==> src/rtl/audio_mem_pkg.sv <==
// Shared types for the audio sample write path: write FSM states, byte-enable
// patterns and the word entry carried through the FIFO.
package audio_mem_pkg;

    typedef enum logic {IDLE, BUS} wr_state_t;

    localparam logic [3:0] BE_FULL = 4'b1111;
    localparam logic [3:0] BE_LOW  = 4'b0011;

    typedef struct packed {
        logic [31:0] data;
        logic [3:0]  be;
    } word_entry_t;

endpackage

==> src/rtl/sample_word_fifo.sv <==
// Synchronous word FIFO between the sample packer and the Avalon write FSM.
// Exposes the entry behind the head so the writer can issue back-to-back writes.
module sample_word_fifo
    import audio_mem_pkg::*;
#(
    parameter int FIFO_DEPTH = 4
)(
    input  logic        clk,
    input  logic        reset,
    input  logic        push,
    input  logic        pop,
    input  word_entry_t din,
    output word_entry_t dout,
    output word_entry_t dout_next,
    output logic        has_next,
    output logic        full,
    output logic        empty
);
    localparam int PTR_W = $clog2(FIFO_DEPTH);

    word_entry_t      mem [FIFO_DEPTH];
    logic [PTR_W-1:0] rd_ptr, wr_ptr, rd_nxt;
    logic [PTR_W:0]   count;

    assign rd_nxt    = rd_ptr + PTR_W'(1);
    assign dout      = mem[rd_ptr];
    assign dout_next = mem[rd_nxt];
    assign full      = (count == (PTR_W+1)'(FIFO_DEPTH));
    assign empty     = (count == '0);
    assign has_next  = (count > (PTR_W+1)'(1));

    always_ff @(posedge clk) begin
        if (push)
            mem[wr_ptr] <= din;
    end

    always_ff @(posedge clk) begin
        if (reset) begin
            rd_ptr <= '0;
            wr_ptr <= '0;
            count  <= '0;
        end else begin
            if (push)
                wr_ptr <= wr_ptr + PTR_W'(1);
            if (pop)
                rd_ptr <= rd_nxt;
            case ({push, pop})
                2'b10:   count <= count + (PTR_W+1)'(1);
                2'b01:   count <= count - (PTR_W+1)'(1);
                default: count <= count;
            endcase
        end
    end

endmodule

==> src/rtl/audio_sample_writer.sv <==
// Avalon-MM write master: packs 16-bit samples in pairs, queues the words and
// writes them to a circular buffer of consecutive word addresses.
module audio_sample_writer
    import audio_mem_pkg::*;
#(
    parameter int                ADDR_W     = 23,
    parameter logic [ADDR_W-1:0] BASE_ADDR  = '0,
    parameter int                NUM_WORDS  = 1024,
    parameter int                FIFO_DEPTH = 4
)(
    input  logic              clk,
    input  logic              reset,
    input  logic              enable,
    input  logic              flush,
    input  logic              sample_valid,
    input  logic [15:0]       sample,
    output logic              sample_ready,
    input  logic              waitrequest,
    output logic [ADDR_W-1:0] address,
    output logic              write,
    output logic [31:0]       writedata,
    output logic [3:0]        byteenable,
    output logic              wrapped,
    output logic [31:0]       words_written,
    output logic              idle
);
    localparam logic [ADDR_W-1:0] LAST_ADDR = BASE_ADDR + ADDR_W'(NUM_WORDS - 1);

    wr_state_t   state;
    word_entry_t push_entry, fifo_head, fifo_next;
    logic        fifo_push, fifo_pop, fifo_full, fifo_empty, fifo_has_next;
    logic        fifo_empty_nx;
    logic [15:0] lo, lo_nx;
    logic        half_pending, half_nx, flush_pending, flush_nx;
    logic        accept, flush_req;

    sample_word_fifo #(.FIFO_DEPTH(FIFO_DEPTH)) u_fifo (
        .clk       (clk),
        .reset     (reset),
        .push      (fifo_push),
        .pop       (fifo_pop),
        .din       (push_entry),
        .dout      (fifo_head),
        .dout_next (fifo_next),
        .has_next  (fifo_has_next),
        .full      (fifo_full),
        .empty     (fifo_empty)
    );

    assign sample_ready = enable && !fifo_full;
    assign accept       = sample_valid && sample_ready;
    assign flush_req    = flush || flush_pending;
    assign fifo_pop     = (state == BUS) && !waitrequest;

    // Packer: an accepted sample takes precedence over a flush on the same edge.
    always_comb begin
        fifo_push  = 1'b0;
        push_entry = '0;
        lo_nx      = lo;
        half_nx    = half_pending;
        flush_nx   = flush_pending;
        if (accept) begin
            if (half_pending) begin
                fifo_push       = 1'b1;
                push_entry.data = {sample, lo};
                push_entry.be   = BE_FULL;
                half_nx         = 1'b0;
                flush_nx        = 1'b0;
            end else begin
                lo_nx    = sample;
                half_nx  = 1'b1;
                flush_nx = flush_req;
            end
        end else if (flush_req) begin
            if (!half_pending) begin
                flush_nx = 1'b0;
            end else if (!fifo_full) begin
                fifo_push       = 1'b1;
                push_entry.data = {16'h0, lo};
                push_entry.be   = BE_LOW;
                half_nx         = 1'b0;
                flush_nx        = 1'b0;
            end else begin
                flush_nx = 1'b1;
            end
        end
    end

    // A high write always implies a non-empty FIFO, so idle needs no write term.
    assign fifo_empty_nx = !fifo_push && (fifo_empty || (fifo_pop && !fifo_has_next));

    always_ff @(posedge clk) begin
        if (reset) begin
            state         <= IDLE;
            write         <= 1'b0;
            writedata     <= '0;
            byteenable    <= '0;
            address       <= BASE_ADDR;
            wrapped       <= 1'b0;
            words_written <= '0;
            idle          <= 1'b1;
            lo            <= '0;
            half_pending  <= 1'b0;
            flush_pending <= 1'b0;
        end else begin
            lo            <= lo_nx;
            half_pending  <= half_nx;
            flush_pending <= flush_nx;
            idle          <= fifo_empty_nx && !half_nx && !flush_nx;
            wrapped       <= 1'b0;
            case (state)
                IDLE: begin
                    if (!fifo_empty) begin
                        writedata  <= fifo_head.data;
                        byteenable <= fifo_head.be;
                        write      <= 1'b1;
                        state      <= BUS;
                    end
                end
                BUS: begin
                    if (!waitrequest) begin
                        words_written <= words_written + 32'd1;
                        if (address == LAST_ADDR) begin
                            address <= BASE_ADDR;
                            wrapped <= 1'b1;
                        end else begin
                            address <= address + ADDR_W'(1);
                        end
                        if (fifo_has_next) begin
                            writedata  <= fifo_next.data;
                            byteenable <= fifo_next.be;
                        end else begin
                            write <= 1'b0;
                            state <= IDLE;
                        end
                    end
                end
                default: state <= IDLE;
            endcase
        end
    end

endmodule

==> config.mk <==
export PLATFORM = sky130hd
export DESIGN_NAME = audio_sample_writer
export DESIGN_NICKNAME = d
export VERILOG_FILES = /design/src/rtl/audio_mem_pkg.sv /design/src/rtl/sample_word_fifo.sv /design/src/rtl/audio_sample_writer.sv
export SDC_FILE = /design/constraint.sdc
export NUM_CORES = 1
export LEC_CHECK = 0
export BUFFER_PORTS_ARGS = -buffer_cell sky130_fd_sc_hd__buf_2
export CAP_MARGIN = 25
export CELL_PAD_IN_SITES_DETAIL_PLACEMENT = 1
export CELL_PAD_IN_SITES_GLOBAL_PLACEMENT = 1
export CORE_MARGIN = 5
export CORE_UTILIZATION = 48
export DETAILED_ROUTE_END_ITERATION = 10
export PLACE_DENSITY = 0.88
export SLEW_MARGIN = 40
export SYNTH_ARGS = -nofsm -noshare
export SYNTH_HDL_FRONTEND = slang
export SYNTH_SLANG_ARGS = --single-unit
==> constraint.sdc <==
create_clock -name clk -period 3.6 [get_ports clk]
set_input_delay 0.36 -clock clk [delete_from_list [all_inputs] [get_ports clk]]
set_output_delay 0.36 -clock clk [all_outputs]
set_load 0.03 [all_outputs]
# Word level (Yosys, flattened, before mapping)
# Memories as Yosys holds them, arrays and structs flattened. A register that Yosys moved wholly into a read port is not among the register bits.
# Cells that the tools add are included.
# classes
addsub	6
magnitude_cmp	1
n_eq_ne	8
mux	41
bitwise_logic	3
reduce_logical	22
# ops
cell	n
two-way mux 32 bit	3
two-way mux 36 bit	2
case mux 32 bit (2 select lines)	1
two-way mux 20 bit	3
adder 32 x 1 -> 32 bit, second input constant	1
adder 23 x 1 -> 23 bit, second input constant	1
equality test 23 x 10 -> 1 bit, second input constant	1
two-way mux 23 bit	1
two-way mux 1 bit	22
two-way mux 4 bit	3
case mux 4 bit (2 select lines)	1
logical AND 1 bit	7
logical NOT 1 bit	6
inequality test 2 bit, second input constant	3
case mux 3 bit (2 select lines)	1
AND reduction 3 bit	2
adder 2 x 1 -> 2 bit, second input constant	2
two-way mux 2 bit	2
case mux 1 bit (2 select lines)	2
AND reduction 2 bit	2
adder 3 x 1 -> 3 bit, second input constant	1
equality test 3 bit, second input constant	1
> comparator 3 x 1 -> 1 bit, second input constant	1
logical NOT 3 bit	1
other kinds (8)	11
# word_totals
ff_bits	120
ram_bits	144
input_bits	22
output_inout_bits	95
word_cells	96
memories	1
# mem_list
memory	words	width	rd	rd_ports_with_merged_regs	write_ports	line_no	text
u_fifo.mem	4	36	2	1	1	sample_word_fifo.sv:21	word_entry_t mem [FIFO_DEPTH];

# Depth between registers and ports, before layout
# Gate-level depths: netlist (run 1).
# logic_depth
word_depth	9
depth_mapped	11
ltp_nobuf	11

# By module
# Synthesis (run 1) repeated with hierarchy kept, for this count alone.
# hier_totals
hier_cells	898
hier_area_um2	11841.4
# modules_own_cells
mod	instances	cells_each	area_per_inst_um2	seq_area_each_um2
sample_word_fifo	1	283	6595.1	4504.3
audio_sample_writer	1	615	5246.3	2262.2

# Worst setup path after synthesis (run 1)
# Ideal clock, no wire load.
# synth_path
path_type	register -> register
startpoint	register u_fifo.count[0]
endpoint	memory u_fifo.mem[0][10] (netlist name) (enable)
setup_ns	0.394
arrival_ns	2.283
required_ns	3.205
slack_ns	0.922
path_stages_with_launch	7
n_path_buf	1
synth_period_minus_slack_ns	2.678
path_cell_list	dfxtp_1 -> inv_1 -> ha_1 -> a21bo_2 -> o21ai_0 -> clkbuf_1 -> and3_1
# synth_between
elab_chain_len	7
word_cells_on_any_way	10
cone_classes	eq/ne: 1; mux: 6; reduce/logical: 3
# synth_rtl
element	line_no	text
start: declaration	sample_word_fifo.sv:23	logic [PTR_W:0] count;
start signal: assignment	sample_word_fifo.sv:48	2'b10: count <= count + (PTR_W+1)'(1);
start signal: assignment	sample_word_fifo.sv:49	2'b01: count <= count - (PTR_W+1)'(1);
start signal: assignment	sample_word_fifo.sv:50	default: count <= count;
equality test 3 bit *	sample_word_fifo.sv:28	assign full = (count == (PTR_W+1)'(FIFO_DEPTH));
two-way mux 1 bit or logical NOT 1 bit (tied branches)	--	
two-way mux 1 bit or logical AND 1 bit (tied branches)	audio_sample_writer.sv:75, audio_sample_writer.sv:50	
two-way mux 1 bit or logical AND 1 bit (tied branches)	audio_sample_writer.sv:74, audio_sample_writer.sv:51	
two-way mux 1 bit *	audio_sample_writer.sv:62	if (accept) begin
two-way mux 1 bit *	sample_word_fifo.sv:33	if (push)
two-way mux 1 bit (not written as such) *	sample_word_fifo.sv:34	mem[wr_ptr] <= din;
end: declaration	sample_word_fifo.sv:21	
# Mark *: on every way between the ends. The rest lies on a longest branch, timed or not.

# Worst setup path in the final report (run 1)
# layout_path
startpoint	register state
endpoint	register words_written[23]
# layout_between
elab_chain_len	1
# layout_rtl
element	line_no	text
start: declaration	audio_sample_writer.sv:29	wr_state_t state;
start signal: assignment	audio_sample_writer.sv:94	state <= IDLE;
start signal: assignment	audio_sample_writer.sv:117	state <= BUS;
start signal: assignment	audio_sample_writer.sv:134	state <= IDLE;
AND reduction 2 bit (no line)	--	
end signal: assignment	audio_sample_writer.sv:122	words_written <= words_written + 32'd1;
end: declaration	audio_sample_writer.sv:24	output logic [31:0] words_written,
# Every way passes these cells.
# A chain may end at the register's enable or synchronous reset.

==> results.json, run 1 <==
{
  "status": "finished clean",
  "period_share_pct": 79.1,
  "grt_pass1_vias": 9011,
  "stdcell_area_um2": 13400,
  "overflow": 0,
  "final_cells": 1342,
  "cts_buffers": 27,
  "syn_to_final_growth_pct": 16.2,
  "core_um2": 23500,
  "power_density_nw_per_um2": 597,
  "cts_setup_buffers": 0,
  "fmax_mhz": 351,
  "dp_hpwl_um": 20700,
  "worstReg2RegStart": "state",
  "syn_avg_cell_area_um2": 12.9,
  "drt-total-wl_um": 34700,
  "vias": 8409,
  "worst_slack_ps": 751,
  "ios": 117,
  "dp.cells": 1289,
  "pre_cts_ws_ps": 933,
  "synthDistinctLibCells": 47,
  "synth_edf_count": 136,
  "combPwrFrac_pct": 21.8,
  "crit_arrival_ps": 3280,
  "switching_power_mw": 2.41,
  "swShare_pct": 30.1,
  "slew_viol_final": 0,
  "end_kind": "flip-flop",
  "tightest_slew_ps": 790,
  "fin_nets": 1033,
  "sequentialPowerShare_pct": 41.9,
  "grt_max_degree": 77,
  "start_kind": "flip-flop",
  "htree_levels": 1,
  "postPlaceCellArea_um2": 12400,
  "post_cts_resized": 0,
  "start_util_pct": 49.0,
  "place_congestion": 0.787,
  "clkSinkCount": 256,
  "clk_pin_slew_ps": 70,
  "wl_per_cell_um": 25.8,
  "syn_inst": 896,
  "yosys_warnings": 0,
  "ant_nets": 0,
  "grt_usage_pct": 25.2,
  "dr.pass1.iters": 5,
  "path_cells": "and4b_1 -> nand4_1 -> or4_1 -> a21oi_1",
  "max_stage_delay_ps": 740,
  "cts.hold.buffers_added": 0,
  "drive_gt1_share_pct": 27.3,
  "r2r_end": "words_written[23]",
  "cts_tree": "done",
  "r2r_cells": 4,
  "clkPwrFrac_pct": 36.3,
  "intPower_mw": 5.60,
  "finalClockSkew_ps": 13.1,
  "worst-r2r-setup-slack_ps": 750,
  "hp-class": "input pin to flip-flop",
  "antenna_found_initial": 0,
  "drt-initial-drc-count": 709,
  "synth_area_um2": 11500,
  "finalPower_mw": 8.01,
  "grtUsageMet1_pct": 30.0,
  "grt_use_met2_pct": 44.8,
  "criticalPathCategory": "flip-flop to flip-flop",
  "layout_common_cells": "edfxtp_1 (136), dfxtp_1 (116), buf_2 (115), mux4_2 (68), a21oi_1 (66)",
  "synth_fp_nets": 928,
  "tns_ps": 0,
  "max-vdd-ir-drop_mv": 0.472,
  "chipHeight_um": 165,
  "dieArea_um2": 27200,
  "io_buffer_count": 116,
  "setup_violations": 0,
  "rows": 56,
  "top_usage_layer": "met2",
  "worstPathRequired_ps": 4030,
  "cap_violations": 0,
  "met3_usage_pct": 4.62,
  "grt_pass1_wl_um": 52800,
  "endpoint": "words_written[23]",
  "synth_async_sr_flop_share_pct": 0,
  "drc_errors": 0,
  "finalHoldViolCount": 0,
  "clock_latency_ps": 540,
  "viasPerCell": 6.27,
  "ys_ff_latch": 256,
  "slowest_stage": "or4_1",
  "cts_buffer_depth": 3,
  "timing.critical_path.from": "state",
  "max-slew-margin-rel_pct": 47.2,
  "ys_seq_area_share_pct": 56.2,
  "final_common_cell": "edfxtp_1",
  "final.min_clock_period_ps": 2850,
  "leakage_nw": 4.93,
  "dominantRegCellSynth": "edfxtp_1",
  "die_w_um": 165,
  "rsz0062_at_grt": "false",
  "clockRootBuffer": "clkbuf_16",
  "critPathMaxFanout": 20
}
-- final cells by class --
cell class	instances	area, µm²
inverter	19	71.3
clock inverter	18	201
multi-input combinational	556	4710
fill	2401	10100
antenna	1	2.50
tap	319	399
sequential	256	6490
timing repair buffer	141	816
clock buffer	32	716
-- logic make-up after synthesis --
logic type / after synthesis / share of synthesized area, %
AOI/OAI and AO/OA: 138 / 6.55
and+or+nand+nor: 256 / 12.6
buffers and inverters: 84 / 3.09
xor gates and xnor gates: 23 / 1.75
adders and majority gates: 10 / 1.08
muxes: 129 / 18.7
DFF: 256 / 56.2
-- state kept, by name, indices dropped and copies added, names as in the netlist, named ones only --
signal / cells
address: 23
byteenable: 2
flush_pending: 1
half_pending: 1
idle: 1
lo: 16
state: 1
u_fifo.count: 3
u_fifo.mem: 136
u_fifo.rd_ptr: 2
u_fifo.wr_ptr: 2
words_written: 32
wrapped: 1
write: 1
writedata: 32
-- Yosys cell counts (8+ instances only) --
master | number | area [µm²]
clkbuf_1 | 40 | 150
nor2b_1 | 9 | 56.3
nor3_1 | 11 | 55.1
mux2_2 | 8 | 90.1
dfxtp_1 | 120 | 2400
and2_1 | 18 | 113
or3_1 | 45 | 282
ha_1 | 10 | 125
or4_1 | 14 | 105
o21ai_0 | 49 | 245
mux2i_1 | 53 | 531
and3_1 | 25 | 156
nand4_1 | 16 | 100
nand3_1 | 17 | 85.1
inv_1 | 19 | 71.3
buf_2 | 15 | 75.1
xor2_1 | 15 | 131
nor2_1 | 57 | 214
nand2_1 | 18 | 67.6
o31ai_1 | 10 | 75.1
mux4_2 | 68 | 1530
xnor2_1 | 8 | 70.1
edfxtp_1 | 136 | 4080
a21oi_1 | 67 | 335
-- worst min-delay path by stage --
stage,from,endpoint,slack (ps),depth (start not counted)
4_1_cts,sample[13],lo[13],80,3
5_1_grt,sample[13],lo[13],120,3
6_report,sample[13],lo[13],100,3
3_3_place_gp,writedata[5],writedata[5],460,2
3_5_place_dp,writedata[21],writedata[21],470,2
2_1_floorplan,lo[0],lo[0],450,2
-- critical path: cells and delay by family (launching register included) --
| kind | cells | cell delay (ps) |
|---|---|---|
| AO/OA/AOI/OAI | 1 | 290 |
| AND/OR/NAND/NOR | 3 | 1800 |
| flip-flops | 1 | 640 |
-- per-stage QoR --
stage	hold slack, ps	util (%)
detailed placement	466	52.8
CTS	83.6	56.7
finish	99.1	56.9
global route	117	56.9
floorplan	455	-
global placement	455	52.8
-- power groups by stage --
| stage | Sequential (mW) | Clock [mW] | Combinational [mW] |
|---|---|---|---|
| floorplan | 3.60 | 0 | 0.988 |
| global placement | 3.40 | 0 | 1.62 |
| detailed placement | 3.41 | 0 | 1.69 |
| CTS | 3.36 | 2.94 | 1.73 |
| global route | 3.38 | 3.07 | 1.86 |
| finish | 3.36 | 2.91 | 1.74 |
-- layer usage --
| metal | up-vias | part of all wire [%] |
|---|---|---|
| met3 | 99 | 6.5 |
| met4 | 0 | 3.8 |
| met5 | - | 0 |
| li1 | 3630 | - |
| met1 | 4284 | 38 |
| met2 | 396 | 52 |
(Power assumes the default switching activity.)
==> inputs of run 2 (changes only) <==
Settings changed: CORE_UTILIZATION 48 to 44, PLACE_DENSITY 0.88 to 0.85.
Clock period 3.6 ns to 2.3 ns, I/O delays scaled along.
==> results.json, run 2 (synthesis results as in run 1) <==
{
  "overflow": 0,
  "max-vdd-ir-drop_mv": 0.753,
  "syn_to_final_growth_pct": 19.5,
  "worstReg2RegStart": "u_fifo.count[1]",
  "io_buffer_count": 116,
  "hold_depth": 3,
  "crit_buf_inv": 3,
  "final.min_clock_period_ps": 2150,
  "grt_usage_pct": 20.6,
  "max-slew-margin-rel_pct": 46.1,
  "critPathTopFamily": "buffers and inverters",
  "cap_violations": 0,
  "htree_levels": 1,
  "stdcell_area_um2": 13800,
  "antenna_cells": 0,
  "die_w_um": 172,
  "drt-initial-drc-count": 516,
  "start_kind": "flip-flop",
  "cts_buffer_depth": 3,
  "sequentialPowerShare_pct": 42.1,
  "layout_common_cells": "edfxtp_1 (136), dfxtp_1 (117), buf_2 (115), mux4_2 (68), a21oi_1 (66)",
  "dp_hpwl_um": 19900,
  "hold_path_end": "lo[10]",
  "leakage_nw": 5.06,
  "worstPathRequired_ps": 2540,
  "clkSinkCount": 256,
  "critPathMaxFanout": 18,
  "slowest_stage": "dfxtp_1",
  "place_congestion": 0.789,
  "clkPwrFrac_pct": 35.5,
  "crit_arrival_ps": 2390,
  "clk_pin_slew_ps": 60,
  "chipHeight_um": 172,
  "holdWs_ps": 45.0,
  "finalPower_mw": 12.3,
  "clock_latency_ps": 550,
  "largest_reg_flops": 136,
  "dr.pass1.iters": 7,
  "r2r_cells": 7,
  "combPwrFrac_pct": 22.4,
  "worstHoldStart": "sample[10]",
  "clockRootBuffer": "clkbuf_16",
  "finalClockSkew_ps": 13.5,
  "slew_viol_final": 0,
  "cts_tree": "done",
  "cts_buffers": 29,
  "ant_nets": 0,
  "rsz0062_at_grt": "false",
  "power_density_nw_per_um2": 895,
  "tightest_slew_ps": 809,
  "wl_per_cell_um": 22.0,
  "grt_pass1_wl_um": 48300,
  "ios": 117,
  "intPower_mw": 8.72,
  "postPlaceCellArea_um2": 12700,
  "top_register": "u_fifo.mem",
  "finalHoldViolCount": 0,
  "drc_errors": 0,
  "core_um2": 25900,
  "final_common_cell": "edfxtp_1",
  "antenna_found_initial": 0,
  "top_regs": "u_fifo.mem (136), words_written (32), writedata (32)",
  "switching_power_mw": 3.62,
  "hp-class": "input pin to flip-flop",
  "crit_top_cell": "buf_4",
  "fin_nets": 1064,
  "drt-total-wl_um": 30500,
  "viasPerCell": 5.86,
  "end_kind": "flip-flop",
  "dieArea_um2": 29600,
  "criticalPathCategory": "flip-flop to flip-flop",
  "path_cells": "inv_1 -> ha_2 -> a21bo_2 -> o21ai_1 -> buf_4 -> and3_2 -> buf_4",
  "swShare_pct": 29.4,
  "r2r_end": "u_fifo.mem[2][28]",
  "status": "finished clean",
  "grt_pass1_vias": 8629,
  "start_util_pct": 44.5,
  "period_share_pct": 93.3,
  "vias": 8133,
  "grt_max_degree": 76,
  "max_stage_delay_ps": 330,
  "worst-r2r-setup-slack_ps": 150,
  "fmax_mhz": 466,
  "setup_violations": 0,
  "rows": 59,
  "drive_gt1_share_pct": 27.7
}
## run 2: worst max-delay path by stage
| stage | startpoint | to | slack (ps) | cells after the start |
|---|---|---|---|---|
| 2_1_floorplan | u_fifo.count[0] | u_fifo.mem[1][10] | -60 | 6 |
| 3_3_place_gp | u_fifo.count[1] | u_fifo.count[2] | 170 | 10 |
| 3_5_place_dp | u_fifo.count[1] | u_fifo.count[2] | 80 | 10 |
| 4_1_cts | u_fifo.count[1] | u_fifo.count[2] | 60 | 10 |
| 5_1_grt | u_fifo.count[1] | u_fifo.count[2] | 40 | 10 |
| 6_report | u_fifo.count[1] | u_fifo.mem[2][28] | 150 | 7 |
## run 2: metal layers
layer / track usage (%) / routed length (µm)
met1: 26.3 / 12500
met2: 36.8 / 15700
met3: 3.13 / 1620
met4: 5.09 / 642
met5: 0 / 0
## run 2: power by group through the flow
| stage | clock, mW | sequential, mW | combinational (mW) |
|---|---|---|---|
| finish | 4.38 | 5.20 | 2.76 |
| global route | 4.70 | 5.23 | 2.98 |
| CTS | 4.47 | 5.20 | 2.80 |
| detailed placement | 0 | 5.29 | 2.75 |
| global placement | 0 | 5.28 | 2.67 |
| floorplan | 0 | 5.64 | 1.56 |
## run 2: what timing repair did
item | CTS | global route
hold buffers | 16 | 0
setup buffers | 0 | 0
hold endpoints to repair | 16 | 0
endpoints found under the setup margin | 0 | 1
gates resized for setup | 0 | 2
## run 2: tightest hold or removal path, stage by stage
cell	delay (ps)
buf_2	100
mux2i_1	100
nor2_1	120
## run 2: cell type report
class / instances / area, µm²
clock buffers: 45 / 826
clock inverters: 6 / 73.8
fillers: 2616 / 12100
inverters: 19 / 75.1
multi-input cells: 556 / 4740
flip-flops and latches: 256 / 6490
well taps: 335 / 419
repair buffers: 170 / 1170
## run 2: through the flow
stage          utilization, %  std cells  setup TNS [ps]  setup slack, ps
6_report                 53.2       1387               0              154
3_5_place_dp             49.1       1320               0             83.2
3_3_place_gp             49.1       1320               0              170
2_1_floorplan               -        896           -3900            -57.4
5_1_grt                  53.2       1387               0             35.6
4_1_cts                  53.2       1387               0             57.0
==> inputs of run 3 (changes only) <==
Settings changed: CORE_MARGIN 5 to 10.
==> results.json, run 3 (synthesis results as in run 1) <==
{
  "overflow": 0,
  "chipHeight_um": 182,
  "viasPerCell": 6.11,
  "core_um2": 25900,
  "grt_pass1_wl_um": 52500,
  "wl_per_cell_um": 24.9,
  "ant_nets": 0,
  "worst-r2r-setup-slack_ps": 3,
  "dp_hpwl_um": 21600,
  "start_util_pct": 44.5,
  "period_share_pct": 99.9,
  "finalHoldViolCount": 0,
  "slew_viol_final": 0,
  "clockRootBuffer": "clkbuf_16",
  "io_buffer_count": 116,
  "power_density_nw_per_um2": 933,
  "dieArea_um2": 33100,
  "cts_buffer_depth": 3,
  "grt_pass1_vias": 8870,
  "hp-class": "input pin to flip-flop",
  "holdWs_ps": 9.68,
  "setup_violations": 0,
  "drive_gt1_share_pct": 29.4,
  "cap_violations": 0,
  "htree_levels": 1,
  "fmax_mhz": 435,
  "top_regs": "u_fifo.mem (136), words_written (32), writedata (32)",
  "vias": 8412,
  "cts_buffers": 26,
  "layout_common_cells": "edfxtp_1 (136), dfxtp_1 (115), buf_2 (115), mux4_2 (68), a21oi_1 (65)",
  "die_w_um": 182,
  "ios": 117,
  "drt-total-wl_um": 34300,
  "leakage_nw": 5.06,
  "grt_max_degree": 69,
  "place_congestion": 0.805,
  "final_cells": 1377,
  "swShare_pct": 29.5,
  "drc_errors": 0,
  "worstPathRequired_ps": 2760,
  "status": "finished clean",
  "syn_to_final_growth_pct": 19.5,
  "max-slew-margin-rel_pct": 56.3,
  "dp.cells": 1320,
  "drt-initial-drc-count": 616,
  "rows": 59,
  "combPwrFrac_pct": 22.3,
  "dr.pass1.iters": 5,
  "intPower_mw": 9.07,
  "cts_tree": "done",
  "finalPower_mw": 12.9,
  "antenna_found_initial": 0,
  "antenna_cells": 0,
  "max-vdd-ir-drop_mv": 0.718,
  "largest_reg_flops": 136,
  "clkSinkCount": 256,
  "fill_cells": 2644,
  "clk_pin_slew_ps": 70,
  "clkPwrFrac_pct": 37.0,
  "tightest_slew_ps": 656,
  "grt_usage_pct": 19.8,
  "sequentialPowerShare_pct": 40.7,
  "clock_latency_ps": 540,
  "switching_power_mw": 3.79,
  "finalClockSkew_ps": 12.9,
  "final_common_cell": "edfxtp_1",
  "start_kind": "flip-flop",
  "critPathMaxFanout": 5,
  "end_kind": "flip-flop",
  "criticalPathCategory": "flip-flop to flip-flop",
  "crit_arrival_ps": 2760,
  "top_register": "u_fifo.mem",
  "final.min_clock_period_ps": 2300,
  "fin_nets": 1054
}
## run 3: layout make-up
class / count / area [µm²] / share of cell area (%)
Tap cell: 335 / 419 / 3.04
Clock buffer: 29 / 714 / 5.18
Timing Repair Buffer: 163 / 1080 / 7.82
Multi-Input combinational cell: 556 / 4750 / 34.5
Clock inverter: 19 / 256 / 1.86
Inverter: 19 / 75.1 / 0.544
Sequential cell: 256 / 6490 / 47.1
## run 3: metrics by stage
| step | setup TNS, ps | utilization (%) | worst slack, ps | cell area, µm² |
|---|---|---|---|---|
| detailed placement | 0 | 49.0 | 0.437 | 12700 |
| finish | 0 | 53.2 | 2.76 | 13800 |
| global route | -52.5 | 53.2 | -52.5 | 13800 |
| floorplan | -3900 | - | -57.4 | 11600 |
| global placement | 0 | 49.0 | 142 | 12700 |
| CTS | 0 | 53.1 | 2.45 | 13800 |
## run 3: layer usage
metal | global-route usage, % | share of wire (%) | up-vias
met4 | 5.86 | 2.3 | 0
li1 | - | - | 3669
met3 | 3.08 | 5.0 | 54
met2 | 36.4 | 53 | 276
met1 | 23.0 | 40 | 4413
met5 | 0 | 0 | -
## run 3: worst paths after layout
check                       start         endpoint  cells past startpoint
setup / recovery  u_fifo.count[0]  u_fifo.count[2]                     10
hold / removal          sample[1]            lo[1]                      3
setup reg to reg  u_fifo.count[0]  u_fifo.count[2]                     10
hold reg to reg     writedata[24]    writedata[24]                      2
## run 3: repair_timing
item	4_1_cts	5_1_grt
endpoints found under the hold margin	7	0
pin swaps	0	1
gates resized for setup	5	3
hold buffers	7	0
setup buffers	0	2
setup endpoints to repair	15	2
## run 3: power groups by stage
stage | registers (mW) | clock network, mW | logic [mW]
3_3_place_gp | 5.29 | 0 | 2.67
2_1_floorplan | 5.64 | 0 | 1.56
4_1_cts | 5.24 | 4.81 | 2.86
5_1_grt | 5.26 | 5.01 | 3.05
3_5_place_dp | 5.32 | 0 | 2.79
6_report | 5.23 | 4.76 | 2.86
## run 3: worst max-delay path, cell delays in order (launching register included)
cell and delay, ps:
dfxtp_2 370, inv_1 90, ha_4 190, a21bo_2 260, clkinvlp_4 110, a21boi_2 80
nor2_2 180, inv_1 100, ha_4 270, or3_1 410, a21oi_2 170
